### src/rtl/serial_addsub.sv
// ----------------------------------------------------------------------------
// serial_addsub
//
// Multi-cycle ripple add/subtract unit. It processes a WIDTH-bit operand pair
// CHUNK bits per clock. A registered carry links consecutive chunks, so the
// longest combinational path is one CHUNK-bit adder instead of a full
// WIDTH-bit ripple chain. Subtraction is computed as a + ~b + cin.
//
// Parameters
//   WIDTH  operand/result width; must be a multiple of CHUNK
//   CHUNK  bits processed per clock, 1..WIDTH
//
// Ports
//   clk     in   rising-edge clock
//   rst     in   synchronous active-high reset
//   start   in   request; accepted only while busy=0
//   mode    in   0 = add, 1 = subtract (b inverted)
//   a, b    in   operands, sampled on accept
//   cin     in   carry-in (1 with mode=1 gives a true a-b)
//   busy    out  computation in progress
//   done    out  one-cycle pulse; result/cout/ovf valid from this cycle
//   result  out  sum/difference, held until the next completion
//   cout    out  final carry (subtract: 1 = no borrow)
//   ovf     out  two's-complement overflow
//
// Build option
//   SERIAL_ADDSUB_SAT_EN  when defined, an overflowing result is clamped to
//                         the most positive/negative value at completion.
//                         ovf and cout still describe the unclamped operation.
// ----------------------------------------------------------------------------
module serial_addsub #(
   parameter int WIDTH = 16,
   parameter int CHUNK = 4
) (
   input  logic             clk,
   input  logic             rst,
   input  logic             start,
   input  logic             mode,
   input  logic [WIDTH-1:0] a,
   input  logic [WIDTH-1:0] b,
   input  logic             cin,
   output logic             busy,
   output logic             done,
   output logic [WIDTH-1:0] result,
   output logic             cout,
   output logic             ovf
);

   localparam int N  = WIDTH / CHUNK;
   localparam int CW = (N > 1) ? $clog2(N) : 1;
   localparam logic [CW-1:0] LAST = CW'(N - 1);

   typedef enum logic {IDLE, RUN} state_t;

   state_t           state_q;
   logic [WIDTH-1:0] a_q;
   logic [WIDTH-1:0] b_q;        // already inverted for subtract
   logic [WIDTH-1:0] shadow_q;   // partial result while chunks accumulate
   logic [WIDTH-1:0] result_q;
   logic             carry_q;
   logic [CW-1:0]    cnt_q;
   logic             busy_q;
   logic             done_q;
   logic             cout_q;
   logic             ovf_q;

   logic [CHUNK-1:0] a_ch_d;
   logic [CHUNK-1:0] b_ch_d;
   logic [CHUNK:0]   sum_d;
   logic [WIDTH-1:0] full_d;
   logic             ovf_d;
   logic [WIDTH-1:0] result_d;

   // Select the operand slice for the current chunk.
   always_comb begin
      a_ch_d = '0;
      b_ch_d = '0;
      for (int i = 0; i < N; i++) begin
         if (cnt_q == CW'(i)) begin
            a_ch_d = a_q[i*CHUNK +: CHUNK];
            b_ch_d = b_q[i*CHUNK +: CHUNK];
         end
      end
   end

   assign sum_d = {1'b0, a_ch_d} + {1'b0, b_ch_d} + {{CHUNK{1'b0}}, carry_q};

   // Full-width view of the result as it will look once the current chunk
   // is merged; on the last chunk this is the completed sum.
   for (genvar gi = 0; gi < N; gi++) begin : g_merge
      assign full_d[gi*CHUNK +: CHUNK] =
         (cnt_q == CW'(gi)) ? sum_d[CHUNK-1:0] : shadow_q[gi*CHUNK +: CHUNK];
   end

   // Same-sign operands producing an opposite-sign result.
   assign ovf_d = (a_q[WIDTH-1] == b_q[WIDTH-1]) && (full_d[WIDTH-1] != a_q[WIDTH-1]);

`ifdef SERIAL_ADDSUB_SAT_EN
   // Overflow direction follows the common operand sign.
   always_comb begin
      result_d = full_d;
      if (ovf_d) begin
         result_d = a_q[WIDTH-1] ? {1'b1, {(WIDTH-1){1'b0}}}
                                 : {1'b0, {(WIDTH-1){1'b1}}};
      end
   end
`else
   assign result_d = full_d;
`endif

   always_ff @(posedge clk) begin
      if (rst) begin
         state_q  <= IDLE;
         a_q      <= '0;
         b_q      <= '0;
         shadow_q <= '0;
         result_q <= '0;
         carry_q  <= 1'b0;
         cnt_q    <= '0;
         busy_q   <= 1'b0;
         done_q   <= 1'b0;
         cout_q   <= 1'b0;
         ovf_q    <= 1'b0;
      end else begin
         done_q <= 1'b0;
         case (state_q)
            IDLE: begin
               if (start) begin
                  a_q     <= a;
                  b_q     <= mode ? ~b : b;
                  carry_q <= cin;
                  cnt_q   <= '0;
                  busy_q  <= 1'b1;
                  state_q <= RUN;
               end
            end
            RUN: begin
               shadow_q <= full_d;
               carry_q  <= sum_d[CHUNK];
               if (cnt_q == LAST) begin
                  result_q <= result_d;
                  cout_q   <= sum_d[CHUNK];
                  ovf_q    <= ovf_d;
                  done_q   <= 1'b1;
                  busy_q   <= 1'b0;
                  cnt_q    <= '0;
                  state_q  <= IDLE;
               end else begin
                  cnt_q <= cnt_q + CW'(1);
               end
            end
            default: state_q <= IDLE;
         endcase
      end
   end

   assign busy   = busy_q;
   assign done   = done_q;
   assign result = result_q;
   assign cout   = cout_q;
   assign ovf    = ovf_q;

endmodule

### config.mk
export PLATFORM = sky130hd
export DESIGN_NAME = serial_addsub
export DESIGN_NICKNAME = d
export VERILOG_FILES = /design/src/rtl/serial_addsub.sv
export SDC_FILE = /design/constraint.sdc
export NUM_CORES = 1
export LEC_CHECK = 0
export CAP_MARGIN = 15
export CORE_MARGIN = 10
export CORE_UTILIZATION = 44
export CTS_CLUSTER_SIZE = 40
export DETAILED_ROUTE_END_ITERATION = 8
export PLACE_DENSITY = 0.69
export SLEW_MARGIN = 5
export SYNTH_ARGS = -nofsm -noshare
export SYNTH_HDL_FRONTEND = slang
export SYNTH_SLANG_ARGS = --single-unit
### constraint.sdc
create_clock -name clk -period 3 [get_ports clk]
set_input_delay 0.75 -clock clk [delete_from_list [all_inputs] [get_ports clk]]
set_output_delay 0.75 -clock clk [all_outputs]
set_load 0.1 [all_outputs]
Yosys cells after proc, flatten, opt, wreduce, memory -nomap -nowiden
Index checks and enable logic that the tools add are counted.
{"block": "totals", "wordCells": 54, "mem_bits_rw": 0, "mem_bits_ro": 0, "mem_count": 0, "latchBits": 0, "in_bits": 37, "register_bits": 72}
{"block": "classes", "mul": 0, "addsub": 3, "bitwise_logic": 2, "eq_ne": 7, "n_mux": 25, "div_mod_pow": 0, "n_lt_le_gt_ge": 0, "reduce_logical": 6, "shifts": 0}
{"operator": "2-to-1 mux 4 bit", "count": 12}
{"operator": "2-to-1 mux 16 bit", "count": 1}
{"operator": "NOT 16 bit", "count": 1}
{"operator": "2-to-1 mux 1 bit", "count": 6}
{"operator": "one-hot mux 1 bit (2 select lines)", "count": 3}
{"operator": "AND reduction 2 bit", "count": 3}
{"operator": "adder 4 x 4 -> 5 bit", "count": 1}
{"operator": "adder 5 x 1 -> 5 bit", "count": 1}
{"operator": "equality test 2 bit (second input constant)", "count": 2}
{"operator": "2-to-1 mux 2 bit", "count": 2}
{"operator": "one-hot mux 2 bit (2 select lines)", "count": 1}
{"operator": "adder 2 x 1 -> 2 bit (second input constant)", "count": 1}
{"operator": "equality test 2 x 1 -> 1 bit (second input constant)", "count": 1}
{"operator": "logical NOT 2 bit", "count": 1}
{"operator": "inequality test 2 x 1 -> 1 bit (second input constant)", "count": 1}
{"operator": "inequality test 2 bit (second input constant)", "count": 1}
{"operator": "OR reduction 2 bit", "count": 1}
{"operator": "equality test 1 bit", "count": 1}
{"operator": "logical AND 1 bit", "count": 1}
{"operator": "inequality test 1 bit", "count": 1}
{"operator": "NOT 1 bit", "count": 1}

Longest topological paths before layout
Gate-level depths: netlist (run 1).
{"block": "logic_depth", "depth_word": 10, "depth_mapped": 14}

Least setup slack after synthesis (run 1)
OpenSTA, ideal clock, no wires.
{"block": "synth_path", "path_kind": "register to register", "startpoint": "register cnt_q[0]", "endpoint": "register result_q[5] (netlist: result[5])", "setup_slack_ns": 0.395, "stages_incl_launch_ff": 13, "arrival_ns": 2.479, "setup_time_ns": 0.126, "path_cell_list": "dfxtp_1 > inv_1 > ha_1 > buf_2 > nand3_1 > a311oi_1 > a21oi_1 > fa_1 > inv_1 > fa_1 > clkbuf_1 > mux2i_1 > o21ai_0"}
{"block": "synth_via", "elab_chain_len": 8}
{"element": "from (decl)", "line": "61", "rtl": "logic [CW-1:0] cnt_q;"}
{"element": "from (signal assigned)", "line": "149", "rtl": "cnt_q <= cnt_q + CW'(1);"}
{"element": "logical NOT 2 bit", "line": "79", "rtl": "if (cnt_q == CW'(i)) begin"}
{"element": "2-to-1 mux 4 bit (4 in series)", "line": "79"}
{"element": "adder 4 x 4 -> 5 bit", "line": "86", "rtl": "assign sum_d = {1'b0, a_ch_d} + {1'b0, b_ch_d} + {{CHUNK{1'b0}}, carry_q};"}
{"element": "adder 5 x 1 -> 5 bit", "line": "86"}
{"element": "2-to-1 mux 4 bit", "line": "92", "rtl": "(cnt_q == CW'(gi)) ? sum_d[CHUNK-1:0] : shadow_q[gi*CHUNK +: CHUNK];"}
{"element": "to (signal assigned)", "line": "141", "rtl": "result_q <= result_d;"}
{"element": "to (decl)", "line": "59", "rtl": "logic [WIDTH-1:0] result_q;"}
Parallel ways exist; a longest one is shown, timed or not.
A chain may end at the register's enable or synchronous reset.

Final worst setup path (run 1)
{"block": "layout_path", "startpoint": "register cnt_q[1]", "endpoint": "register result_q[1] (netlist: result[1])"}
{"block": "layout_via", "elab_chain_len": 8}
{"element": "logical NOT 2 bit", "line": "79, 92"}
{"element": "2-to-1 mux 4 bit (4 in series)", "line": "79"}
{"element": "adder 4 x 4 -> 5 bit", "line": "86"}
{"element": "adder 5 x 1 -> 5 bit", "line": "86"}
{"element": "2-to-1 mux 4 bit", "line": "92"}
Parallel ways exist; a longest one is shown, timed or not.

==> impl_results.md, run 1 <==
* Mapped Avg Cell Area at 8.324 um2
* Count leader, synth: nand2_1
* Sink Count at 68
* Initial antenna violation count at 0
* GRT overflow at 0
* Final Hold Fails at 0
* Worst VDD drop at 0.2823 mV
* Routed Antenna Nets at 0
* Pleak at between 1 and 1.5 nW
* Unrepaired setup endpoints after global routing: false
* Buffers on Ports at 56
* Power Total at 2.036 mW
* Detailed placement HPWL at 5297 um
* Vias in the first global route at 2568
* Post-synth top area share at 44.32%
* Critical-path cell list: inv_1 -> ha_2 -> inv_1 -> nand3_1 -> a311oi_1 -> a21oi_1 -> fa_1 -> inv_1 -> fa_1 -> mux2i_1 -> o21ai_0
* Setup Crit Path Kind: reg2reg
* Core Area at 0.006794 mm2
* Top_reg_cell synth: dfxtp_1
* Placement Setup Slack at 0.1776 ns
* Clk slew on worst S/H paths at approximately 0.070 ns
* Setup violators final at 0
* Die area at 0.01072 mm2
* Final Util at 56.45%
* Final Cell Area at 0.003835 mm2
* Endpoint class of the critical path: flip-flop
* Via density per instance at 4.971
* Fin crit share at 91.19%
* FF-to-FF Start: cnt_q[1]$_SDFFE_PP0P_
* CTS Buffer Depth at 2
* Synth cell types at 36
* Total nets after synthesis at between 400 and 500
* Yosys reg bits at roughly 70
* Filler cell count at about 670
* Yosys top cell by area: dfxtp_1
* Num CTS Buffers at 9
* Slowest CP cell: fa_1
* Root Buffer: clkbuf_8
* Synthesized area at 0.003072 mm2
* Ant diodes at 0
* Min cycle time layout at 2.736 ns
* Total iterations of the first detailed-routing run at 4
* CTS tree: done
* Setup TNS at 0 ns
* Hold Buf Count CTS at 0
* Hold Startpoint: result[0]$_SDFFE_PP0P_
* Worst Setup SP: cnt_q[1]$_SDFFE_PP0P_
* H-Tree Depth at 3
* Largest net degree at the start of global routing at 50
* Setup Buffers After CTS at 0
* Synth warnings at 0
* Tot GR Track Use at 13.48%
* Hold WC Path Type: reg2reg
* Synth-to-Final Area Change at 24.85%
* Share of flip-flops with an asynchronous set or reset at 0%
* Slew HR at about three fifths
* Initial Util at 45.21%
* Worst EP required at 3.23 ns
* Post-synth EDFFs at 0
* Clk_lat worst skew at approximately 0.34 ns
* IO Pins at between 50 and 60
* NumNets Final at 465
* Power Density at 530.8 mW/mm2
* Crit-path max FO at 16
* FMAX at 0.3655 GHz
* Sequential fraction of the synthesis area at around 44%
* Fraction of layout cells with a size suffix above 1 at 11.37%
* First-iteration detailed-routing DRC count at 82
* Via count at 2575
* DP Area at roughly 0.0036 mm2
* Commonest cells post-synth: 76 x nand2_1, 68 x dfxtp_1, 38 x a21oi_1, 28 x nor2_1, 24 x a211oi_1
* Syn Inst Count at 369
* X dimension of the die at 103.6 um
* Pins over their slew limit at 0
* CP startpoint kind: flip-flop
* Status: complete, no violations
* Drt wl/cell at 13.93 um
* Residual DRC at 0
* Crit-path most repeated cell: inv_1
* Max_cap viols at 0
* Final GP Congestion at 0.8653
* Worst slew pin tran at 0.6112 ns
* CP max stage delay at 0.52 ns
* First-pass GRT wire length at 12130 um
* Layout Skew at ~0.0055 ns
* Die Ht at between 100 and 150 um
* Routed Wire Length at 7216 um
* Arr. time, crit path at 2.97 ns
* Synth top area cells: dfxtp_1 44%, nand2_1 9.3%, a21oi_1 6.2%, a211oi_1 5.9%, xnor2_1 5.1%
* FP Rows at 30
* Final worst slack at 0.2643 ns
-- path summary, 6_finish.rpt --
path / end / slack (ns) / cells past startpoint
worst min-delay path: result[0]$_SDFFE_PP0P_ / 0.46 / 2
worst max-delay path: result[1]$_SDFFE_PP0P_ / 0.26 / 11
worst min register to register: result[0]$_SDFFE_PP0P_ / 0.46 / 2
worst max register to register: result[1]$_SDFFE_PP0P_ / 0.26 / 11
-- flip-flops by register name (all words and copies together), names as in the netlist --
name	count
result	16
shadow_q	12
ovf	1
a_q	16
state_q	1
done	1
b_q	16
busy	1
cout	1
cnt_q	2
carry_q	1
-- layout make-up --
class / count / area (um2) / area share [%]
clock buffers: 12 / 155.1 / 4.046
clock inverters: 2 / 35.03 / 0.9135
inverters: 8 / 30.03 / 0.7830
multi-input cells: 264 / 1533 / 39.97
flip-flops and latches: 68 / 1361 / 35.50
well taps: 96 / 120.1 / 3.132
repair buffers: 68 / 600.6 / 15.66
-- metal layers --
metal,part of all wire [%],track usage [%],vias up
met3,5.9,3.965,14
met4,1.9,6.855,0
met5,0,0,-
met2,45,20.77,68
li1,-,-,1360
met1,47,16.62,1133
-- metrics by stage --
| step | hold WS, ns | cells |
|---|---|---|
| 2_1_floorplan | 0.4357 | 369 |
| 3_3_place_gp | 0.4360 | 504 |
| 3_5_place_dp | 0.4464 | 504 |
| 4_1_cts | 0.4586 | 518 |
| 5_1_grt | 0.4812 | 518 |
| 6_report | 0.4566 | 518 |
-- power by group --
group / internal (mW) / leakage (nW) / switching [mW] / total, mW
clock: 0.419 / 0.0983 / 0.326 / 0.745
combinational: 0.146 / 0.809 / 0.169 / 0.315
sequential: 0.946 / 0.556 / 0.0302 / 0.976
total: 1.51 / 1.46 / 0.525 / 2.04
-- logic make-up (layout without fill, tap and decap cells) --
| kind of cell | Yosys count | after routing | share of synthesized area, % |
|---|---|---|---|
| compound gates | 102 | 102 | 20.12 |
| mux | 4 | 4 | 1.304 |
| buf+inv | 37 | 90 | 5.865 |
| fa+ha+maj | 9 | 9 | 4.155 |
| xor+xnor | 18 | 18 | 5.132 |
| simple gates | 131 | 131 | 19.10 |
| flops | 68 | 68 | 44.32 |
-- placed cells by master, fill, tap and decap left out, drive strengths merged --
cell type / count
inv: 8
xnor2: 18
clkdlybuf4s50: 36
fa: 2
o31ai: 6
a22o: 1
ha: 7
and2b: 1
nand4: 1
nor3: 2
o21ai: 24
a32oi: 3
clkinv: 1
nand2: 76
clkbuf: 12
nor2: 28
buf: 32
a21o: 1
nand3b: 11
o21a: 3
or4: 1
a21oi: 38
nor4: 1
a211oi: 24
dfxtp: 68
and2: 4
a311oi: 2
and3: 1
bufinv: 1
nand2b: 1
mux2i: 4
nor4b: 1
nand3: 3
-- worst max-delay path: cells and delay by family (launching register included) --
kind,cells,cell delay [ns]
AOI/OAI and AO/OA,3,0.46
and+or+nand+nor,1,0.09
buffers and inverters,3,0.33
muxes,1,0.17
adders and majority gates,3,1.21
DFF,1,0.37
-- what timing repair did --
action,CTS,global route
hold endpoints to repair,0,0
resized for setup,0,1
setup endpoints to repair,0,22
Power figures use the tool's default switching activity.
==> run 2, diff against run 1 <==
- CORE_UTILIZATION: 44 -> 52
- PLACE_DENSITY: 0.69 -> 0.8
==> run 2 against run 1 <==
Effect of this change:
- final cell count shrank 4.4%
- sequential share of layout area is 0.33 points higher
- register-to-register slack improved by 0.03 ns
- routed wire length shrank 4.0%
- worst setup slack improved by 0.025 ns
- core utilization grew 11 points
- clock skew rose by 0.0029 ns
- non-clock buffer count down 1
- via count rose by 1.6%
- critical path depth is 1 lower
- hold slack got worse by 0.0068 ns
- critical endpoint unchanged
==> impl_results.md, run 2 (synthesis results as in run 1) <==
* Via count at 2617
* IO Pins at between 50 and 60
* CP startpoint kind: flip-flop
* Setup TNS at 0 ns
* Tot GR Track Use at 14.51%
* Root Buffer: clkbuf_8
* Sequential cell area at approximately 0.0014 mm2
* First-iteration detailed-routing DRC count at 181
* Slew HR at 61.50%
* Fraction of layout cells with a size suffix above 1 at a little under an eighth
* Core Area at 0.005608 mm2
* Hold Buf Count CTS at 0
* Residual DRC at 0
* Buffers on Ports at 56
* X dimension of the die at between 90 and 100 um
* Routed Wire Length at 6929 um
* Drt wl/cell at ~14 um
* Worst EP required at 3.23 ns
* Detailed placement HPWL at 5091 um
* Ant diodes at 0
* Final Cell Area at 0.003800 mm2
* Layout Skew at 0.008437 ns
* Pleak at roughly 1.5 nW
* Via density per instance at 5.287
* Status: complete, no violations
* CTS tree: done
* CTS Buffer Depth at 2
* Die Ht at 96.86 um
* Setup Crit Path Kind: reg2reg
* Sink Count at 68
* Final GP Congestion at 0.8985
* Synth-to-Final Area Change at 23.71%
* Vias in the first global route at 2525
* Commonest non-fill, non-tap cells in the layout: 76 x nand2_1, 68 x dfxtp_1, 38 x a21oi_1
* First-pass GRT wire length at roughly 12000 um
* Arr. time, crit path at 2.94 ns
* Unrepaired setup endpoints after global routing: false
* FMAX at 0.3689 GHz
* Max_cap viols at 0
* GRT overflow at 0
* Min cycle time layout at 2.711 ns
* Setup Buffers After CTS at 0
* Pins over their slew limit at 0
* Setup violators final at 0
* Die area at approximately 0.0094 mm2
* Crit-path max FO at 9
* Largest net degree at the start of global routing at 52
* Multi-input logic area at 0.001545 mm2
* Hold WC Path Type: reg2reg
* Clk_lat worst skew at 0.35 ns
* Worst slew pin tran at 0.5775 ns
* Power Density at 519.3 mW/mm2
* FP Rows at 27
* Endpoint class of the critical path: flip-flop
* DP Area at 0.003605 mm2
* Clk slew on worst S/H paths at approximately 0.070 ns
* Initial Util at a little over half
* Commonest non-fill, non-tap cell in the layout: nand2_1
* NumNets Final at 464
* Post-cts sizing count at 0
* Num CTS Buffers at 9
* Initial antenna violation count at 0
* Filler cell count at 521
* Routed Antenna Nets at 0
* Fin crit share at 90.35%
* H-Tree Depth at 3
* Final Hold Fails at 0
* Total iterations of the first detailed-routing run at 4
* Worst VDD drop at between 0.3 and 0.4 mV
## run 2: path summary, 6_finish.rpt
check | slack (ns) | to | startpoint | cells past startpoint
hold reg to reg | 0.45 | result[10]$_SDFFE_PP0P_ | result[10]$_SDFFE_PP0P_ | 2
setup / recovery | 0.29 | result[1]$_SDFFE_PP0P_ | cnt_q[0]$_SDFFE_PP0P_ | 10
hold / removal | 0.45 | result[10]$_SDFFE_PP0P_ | result[10]$_SDFFE_PP0P_ | 2
setup reg to reg | 0.29 | result[1]$_SDFFE_PP0P_ | cnt_q[0]$_SDFFE_PP0P_ | 10
## run 2: area by class of cell
type                            count  area share (%)
Multi-Input combinational cell    264           40.67
Sequential cell                    68           35.82
Timing Repair Buffer               67           15.61
Clock buffer                       13           4.182
Tap cell                           72           2.371
Inverter                            8          0.7903
Clock inverter                      3          0.5598
## run 2: power breakdown
part,internal [mW],total [mW],switching (mW)
clock network,0.346,0.682,0.336
registers,0.945,0.975,0.0293
logic,0.147,0.317,0.170
## run 2: metrics by stage
step | setup WS, ns | total power, mW | utilization (%) | hold slack [ns] | cells
2_1_floorplan | 0.3950 | 1.198 | - | 0.4357 | 369
3_3_place_gp | 0.2948 | 1.301 | 64.28 | 0.4356 | 479
5_1_grt | 0.001705 | 2.061 | 67.76 | 0.4793 | 495
6_report | 0.2895 | 1.973 | 67.76 | 0.4497 | 495
3_5_place_dp | 0.1543 | 1.308 | 64.28 | 0.4424 | 479
4_1_cts | 0.1399 | 1.975 | 67.49 | 0.4523 | 495
## run 2: worst max-delay path, stage by stage (launching register included)
cell and delay (ns):
dfxtp_1 0.35, inv_1 0.13, ha_2 0.32, nand3_1 0.12
a311oi_1 0.29, a21oi_1 0.09, fa_1 0.41, inv_1 0.08
fa_1 0.52, mux2i_1 0.19, o21ai_0 0.08
## run 2: layer usage
| layer | routed length (um) | GRT usage, % | vias to the layer above | part of all wire, % |
|---|---|---|---|---|
| li1 | - | - | 1357 | - |
| met1 | 3236 | 17.67 | 1181 | 47 |
| met2 | 3185 | 22.90 | 67 | 46 |
| met3 | 338 | 3.265 | 12 | 4.9 |
| met4 | 169 | 8.230 | 0 | 2.4 |
| met5 | 0 | 0 | - | 0 |
